--- src/rtl/klp32_pkg.sv ---
// Shared KLP32 definitions: fetch FSM encoding, instruction/PC widths and default vectors.
package klp32_pkg;

    localparam int unsigned XLEN_DEF = 32;
    localparam int unsigned INSTR_W  = 32;
    localparam int unsigned PC_STEP  = 4;

    localparam logic [XLEN_DEF-1:0] RESET_VECTOR_DEF = 32'h0000_0000;
    localparam logic [XLEN_DEF-1:0] TRAP_VECTOR_DEF  = 32'h0000_0100;

    typedef enum logic [1:0] {
        ST_IDLE = 2'd0,
        ST_REQ  = 2'd1,
        ST_WAIT = 2'd2,
        ST_HOLD = 2'd3
    } fetch_state_e;

endpackage

--- src/rtl/next_pc_sel.sv ---
// Next fetch PC priority mux: trap, misaligned redirect, redirect, sequential step, hold.
module next_pc_sel
    import klp32_pkg::*;
#(
    parameter int unsigned          XLEN        = XLEN_DEF,
    parameter logic [XLEN-1:0]      TRAP_VECTOR = XLEN'(TRAP_VECTOR_DEF)
) (
    input  logic [XLEN-1:0] pc,
    input  logic            trap,
    input  logic            redirect_valid,
    input  logic [XLEN-1:0] redirect_target,
    input  logic            advance,
    output logic [XLEN-1:0] next_pc_c,
    output logic            misaligned_c,
    output logic            flush_c
);

    always_comb begin
        next_pc_c    = pc;
        misaligned_c = 1'b0;
        flush_c      = 1'b0;
        if (trap) begin
            next_pc_c = TRAP_VECTOR;
            flush_c   = 1'b1;
        end else if (redirect_valid && (redirect_target[1:0] != 2'b00)) begin
            // Unaligned branch target is reported as an exception.
            next_pc_c    = TRAP_VECTOR;
            misaligned_c = 1'b1;
            flush_c      = 1'b1;
        end else if (redirect_valid) begin
            next_pc_c = redirect_target;
            flush_c   = 1'b1;
        end else if (advance) begin
            next_pc_c = pc + XLEN'(PC_STEP);
        end
    end

endmodule

--- src/rtl/fetch_sequencer.sv ---
// KLP32 instruction-fetch controller: owns the fetch PC, runs the imem handshake,
// and hands instructions to decode with redirect/trap flushing.
module fetch_sequencer
    import klp32_pkg::*;
#(
    parameter int unsigned     XLEN         = XLEN_DEF,
    parameter logic [XLEN-1:0] RESET_VECTOR = XLEN'(RESET_VECTOR_DEF),
    parameter logic [XLEN-1:0] TRAP_VECTOR  = XLEN'(TRAP_VECTOR_DEF)
) (
    input  logic               clk,
    input  logic               reset,
    output logic               imem_req_valid,
    output logic [XLEN-1:0]    imem_req_addr,
    input  logic               imem_req_ready,
    input  logic               imem_rsp_valid,
    input  logic [INSTR_W-1:0] imem_rsp_data,
    output logic               if_valid,
    output logic [INSTR_W-1:0] if_instr,
    output logic [XLEN-1:0]    if_pc,
    input  logic               if_ready,
    input  logic               redirect_valid,
    input  logic [XLEN-1:0]    redirect_target,
    input  logic               trap,
    output logic [XLEN-1:0]    pc_out,
    output logic               misaligned
);

    fetch_state_e    state_q, state_d;
    logic            kill_q, kill_d;
    logic            capture_c;
    logic            advance_c;
    logic            flush_c;
    logic            misaligned_c;
    logic [XLEN-1:0] next_pc_c;

    assign advance_c     = (state_q == ST_HOLD) && if_ready;
    assign imem_req_addr = pc_out;

    next_pc_sel #(
        .XLEN        (XLEN),
        .TRAP_VECTOR (TRAP_VECTOR)
    ) u_next_pc_sel (
        .pc              (pc_out),
        .trap            (trap),
        .redirect_valid  (redirect_valid),
        .redirect_target (redirect_target),
        .advance         (advance_c),
        .next_pc_c       (next_pc_c),
        .misaligned_c    (misaligned_c),
        .flush_c         (flush_c)
    );

    // Next-state, kill tracking and capture strobe.
    always_comb begin
        state_d   = state_q;
        kill_d    = kill_q;
        capture_c = 1'b0;
        unique case (state_q)
            ST_IDLE: state_d = ST_REQ;
            ST_REQ: begin
                if (imem_req_ready) begin
                    state_d = ST_WAIT;
                    if (flush_c) kill_d = 1'b1;
                end
            end
            ST_WAIT: begin
                if (imem_rsp_valid) begin
                    if (flush_c || kill_q) begin
                        kill_d  = 1'b0;
                        state_d = ST_REQ;
                    end else begin
                        capture_c = 1'b1;
                        state_d   = ST_HOLD;
                    end
                end else if (flush_c) begin
                    kill_d = 1'b1;
                end
            end
            ST_HOLD: begin
                if (flush_c || if_ready) state_d = ST_REQ;
            end
            default: state_d = ST_IDLE;
        endcase
    end

    // State, PC and decode-facing registers; handshake outputs track the next state.
    always_ff @(posedge clk or negedge reset) begin
        if (!reset) begin
            state_q        <= ST_IDLE;
            kill_q         <= 1'b0;
            pc_out         <= RESET_VECTOR;
            imem_req_valid <= 1'b0;
            if_valid       <= 1'b0;
            if_instr       <= '0;
            if_pc          <= '0;
            misaligned     <= 1'b0;
        end else begin
            state_q        <= state_d;
            kill_q         <= kill_d;
            pc_out         <= next_pc_c;
            imem_req_valid <= (state_d == ST_REQ);
            if_valid       <= (state_d == ST_HOLD);
            misaligned     <= misaligned_c;
            if (capture_c) begin
                if_instr <= imem_rsp_data;
                if_pc    <= pc_out;
            end
        end
    end

endmodule

--- config.mk ---
export PLATFORM = sky130hd
export DESIGN_NAME = fetch_sequencer
export DESIGN_NICKNAME = d
export VERILOG_FILES = /design/src/rtl/klp32_pkg.sv /design/src/rtl/next_pc_sel.sv /design/src/rtl/fetch_sequencer.sv
export SDC_FILE = /design/constraint.sdc
export NUM_CORES = 1
export LEC_CHECK = 0
export CAP_MARGIN = 15
export CORE_ASPECT_RATIO = 0.7
export CORE_MARGIN = 5
export CORE_UTILIZATION = 40
export CTS_BUF_LIST = sky130_fd_sc_hd__clkbuf_4
export DETAILED_ROUTE_END_ITERATION = 12
export PLACE_DENSITY = 0.75
export SYNTH_ARGS = -nofsm -noshare
export SYNTH_HDL_FRONTEND = slang
export SYNTH_SLANG_ARGS = --single-unit
--- constraint.sdc ---
create_clock -name clk -period 1.93 [get_ports clk]
set_clock_uncertainty 0.1 [all_clocks]
set_input_delay 0.193 -clock clk [delete_from_list [all_inputs] [get_ports clk]]
set_output_delay 0.193 -clock clk [all_outputs]
set_load 0.01 [all_outputs]
==> summary.md <==
| Metric | Value |
|---|---|
| Final ANT Viol Nets | 0 |
| Number of synthesized flops with an enable pin | 0 |
| Worst r2r src | imem_req_addr[18] |
| Initial Util | a little over 40% |
| Depth of the most critical reg-to-reg path | 8 |
| Crit path kind | reg -> out |
| Cell count after synthesis | about 440 |
| Reg area | ~2600 um2 |
| Clock Sinks | around 100 |
| Worst-margin pin slew | 604.2 ps |
| Tightest Hold Check Type | in -> async |
| # fillers | 957 |
| Pwr Total | approximately 5300 uW |
| Grt ovf | 0 |
| Tot GR Track Use | between 20% and 30% |
| Final setup fails | 0 |
| H-tree depth | 3 |
| Avg Cell Area, Syn | approximately 11 um2 |
| F_max | about 540 MHz |
| Met1 usage | a little over a quarter |
| Distinct cells, synth | 46 |
| Via density | 5.253 |
| Reg2reg setup slack | around 63 ps |
| Period utilization | 96.75% |
| YS warnings | 0 |
| Most common library cells after synthesis | 102 x dfrtp_1, 47 x mux2_2, 36 x nand2_1 |
| Wirelength per Cell | roughly 18 um |
| Slowest cell on crit path | clkdlybuf4s50_1 |
| Critical path startpoint category | register |
| Status | complete, no violations |
| Power density over cell area | about 700 nW/um2 |
| CP peak stage delay | roughly 560 ps |
| Post-route DRC | 0 |
| P_leak | 0.003518 uW |
| Buf/Inv on CP | 2 |
| DRT iter0 DRCs | roughly 270 |
| CP required | roughly 1600 ps |
| Cells taking the most area after synthesis | dfrtp_1 52%, mux2_2 11%, buf_4 5.0% |
| Final core utilization | approximately 63% |
| VDD IR max | roughly 460 uV |
| CP delay by family, top | buffers and inverters |
| HPWL Detailed | 11,370 um |
| Io pins | between 200 and 250 |
| CP cell instances | buf_4 -> clkdlybuf4s50_1 |
| Met2 usage | 33.59% |
| IO buf count | between 200 and 250 |
| Largest net degree at the start of global routing | 51 |
| Maximum root-to-sink buffer count | 2 |
| CP endpoint kind | output port |
| DIE WIDTH | 142.5 um |
| Wirelength, routed | approximately 15,000 um |
| DR pass1 iterations | 4 |
| Slew Viols, Final | 0 |
| Die Area | 14,640 um2 |
| Multi-input logic area | roughly 2000 um2 |
| First-pass GRT wire length | between 20,000 and 25,000 um |
| Rows | 33 |
| Post-synth net total | 514 |
| Top cell type's share of synthesized area | approximately half |
| GR Util met3 | 6.120% |
| Count leader, synth | dfrtp_1 |
| Number of global-route vias before repair | between 4k and 5k |
| RSZ-0062 raised after global routing | true |
| CP max FO | 6 |
| Mapped cell area | 4915 um2 |
| Vias | 4,302 |
| Synthesis-stage register bit count | roughly 100 |
| Final hold violation count | 0 |
| Worst path arrival time | 1570 ps |
| Initial antenna violation count | 1 |
| Skew-Pair Late Insertion Delay | around 460 ps |
| Gr busiest metal | met2 |
| CTS root buffer | clkbuf_4 |
| Fin crit period | around 1900 ps |
| Synth Flop Type | dfrtp_1 |
| Total CTS buffers | 9 |
| Clk slew on worst S/H paths | approximately 160 ps |
| Placer congestion estimate | ~0.9 |
| Core box area | about 12,000 um2 |
| Max_slew headroom | roughly three fifths |
| Worst path depth | 2 |
| Share of cells above drive strength 1 | 20.27% |
| Final #Nets | ~730 |
| FF-to-FF End | imem_req_addr[27] |
| Asr flop ratio synth | 100.0% |
| CTS tree | done |
| # Max-Cap Violations | 0 |
| Die Ht | between 100 and 150 um |
| Sequential share of the synthesized area | between 50% and 60% |
| Largest area contributor in the netlist | dfrtp_1 |
| Layout area overhead | 51.48% |
## per-stage QoR
| stage | cells | worst slack, ps | setup TNS [ps] | instance area, um2 | hold slack (ps) |
|---|---|---|---|---|---|
| 6_report | 819 | 62.75 | 0 | 7445 | 80.06 |
| 5_1_grt | 819 | -27.91 | -49.09 | 7445 | 79.89 |
| 4_1_cts | 812 | 4.094 | 0 | 7356 | 69.20 |
| 3_5_place_dp | 793 | -211.2 | -1082 | 7203 | 51.05 |
| 3_3_place_gp | 793 | -150.3 | -579.1 | 7203 | 46.92 |
| 2_1_floorplan | 442 | 28.14 | 0 | 4915 | -202.6 |
## worst max-delay path by stage
stage | from | end | slack, ps
3_5_place_dp | if_ready | imem_req_addr[27] | -210
2_1_floorplan | imem_req_addr[10] | imem_req_addr[22] | 30
5_1_grt | imem_req_addr[10] | imem_req_addr[27] | -30
6_report | imem_req_addr[22] | imem_req_addr[22] | 60
3_3_place_gp | if_ready | imem_req_addr[22] | -150
4_1_cts | imem_req_addr[17] | imem_req_addr[17] | 4
## cell families (layout without fill, tap and decap cells)
kind of cell    Yosys count  in the layout  synth area share [%]
simple gates            120            120                 13.31
xor+xnor                 10             10                 1.782
buf+inv                  62            281                 7.561
fa+ha+maj                 1              1                0.2545
flops                   102            102                 51.93
other cells               0              1                     0
mux                      68             68                 15.43
compound gates           79             79                 9.726
## placed cells by master (no fill, tap or decap), types with 2 or more instances in the layout
| master | synthesis | routed |
|---|---|---|
| a211oi_1 | 3 | 3 |
| a21oi_1 | 16 | 16 |
| a31oi_1 | 6 | 6 |
| a32oi_1 | 2 | 2 |
| and2_1 | 3 | 2 |
| and3_1 | 9 | 9 |
| and4_1 | 8 | 8 |
| buf_12 | 0 | 5 |
| buf_4 | 33 | 53 |
| clkbuf_4 | 0 | 9 |
| clkdlybuf4s50_1 | 0 | 187 |
| clkinv_4 | 0 | 3 |
| dfrtp_1 | 102 | 101 |
| dlymetal6s2s_1 | 0 | 13 |
| inv_1 | 7 | 7 |
| inv_6 | 0 | 3 |
| mux2_1 | 15 | 15 |
| mux2_2 | 47 | 47 |
| mux2i_1 | 6 | 6 |
| nand2_1 | 36 | 36 |
| nand3_1 | 16 | 15 |
| nand4_1 | 7 | 7 |
| nor2_1 | 21 | 21 |
| nor3_1 | 6 | 5 |
| nor3_2 | 2 | 3 |
| nor4_1 | 3 | 3 |
| nor4_2 | 2 | 2 |
| o211a_1 | 2 | 2 |
| o21ai_0 | 19 | 19 |
| o21ai_1 | 16 | 16 |
| o221ai_1 | 3 | 3 |
| o2bb2ai_1 | 2 | 2 |
| o31ai_1 | 3 | 3 |
| xnor2_1 | 4 | 4 |
| xor2_1 | 6 | 6 |
## registers in the layout (all words and copies together) (netlist names)
signal,cells
if_valid,1
if_pc,32
state_q,2
imem_req_addr,32
misaligned,1
kill_q,1
if_instr,32
imem_req_valid,1
## where the power goes
| group | leakage [uW] | total [uW] | internal [uW] | switching [uW] |
|---|---|---|---|---|
| registers | 0.00138 | 2600 | 2430 | 166 |
| clock network | 0.0000674 | 1020 | 280 | 738 |
| logic | 0.00207 | 1690 | 996 | 697 |
## what timing repair did
action / 4_1_cts / 5_1_grt
pin swaps: 0 / 4
setup endpoints to repair: 4 / 28
hold buffers: 1 / 0
resized for setup: 0 / 16
hold endpoints to repair: 102 / 0
buffers inserted: 3 / 6
## area by class of cell
cell class | instances | area share [%]
flip-flops and latches | 102 | 34.30
well taps | 157 | 2.639
inverters | 7 | 0.3529
multi-input cells | 278 | 26.91
clock buffers | 9 | 0.9076
clock inverters | 6 | 0.7059
diodes | 1 | 0.03361
repair buffers | 259 | 34.15
## metal layers
layer / up-vias / share of wire [%]
met5: - / 0
met4: 0 / 0.57
met3: 10 / 9.3
met2: 230 / 47
li1: 1977 / -
met1: 2085 / 43
No activity file was read; power rests on OpenSTA's default activity.
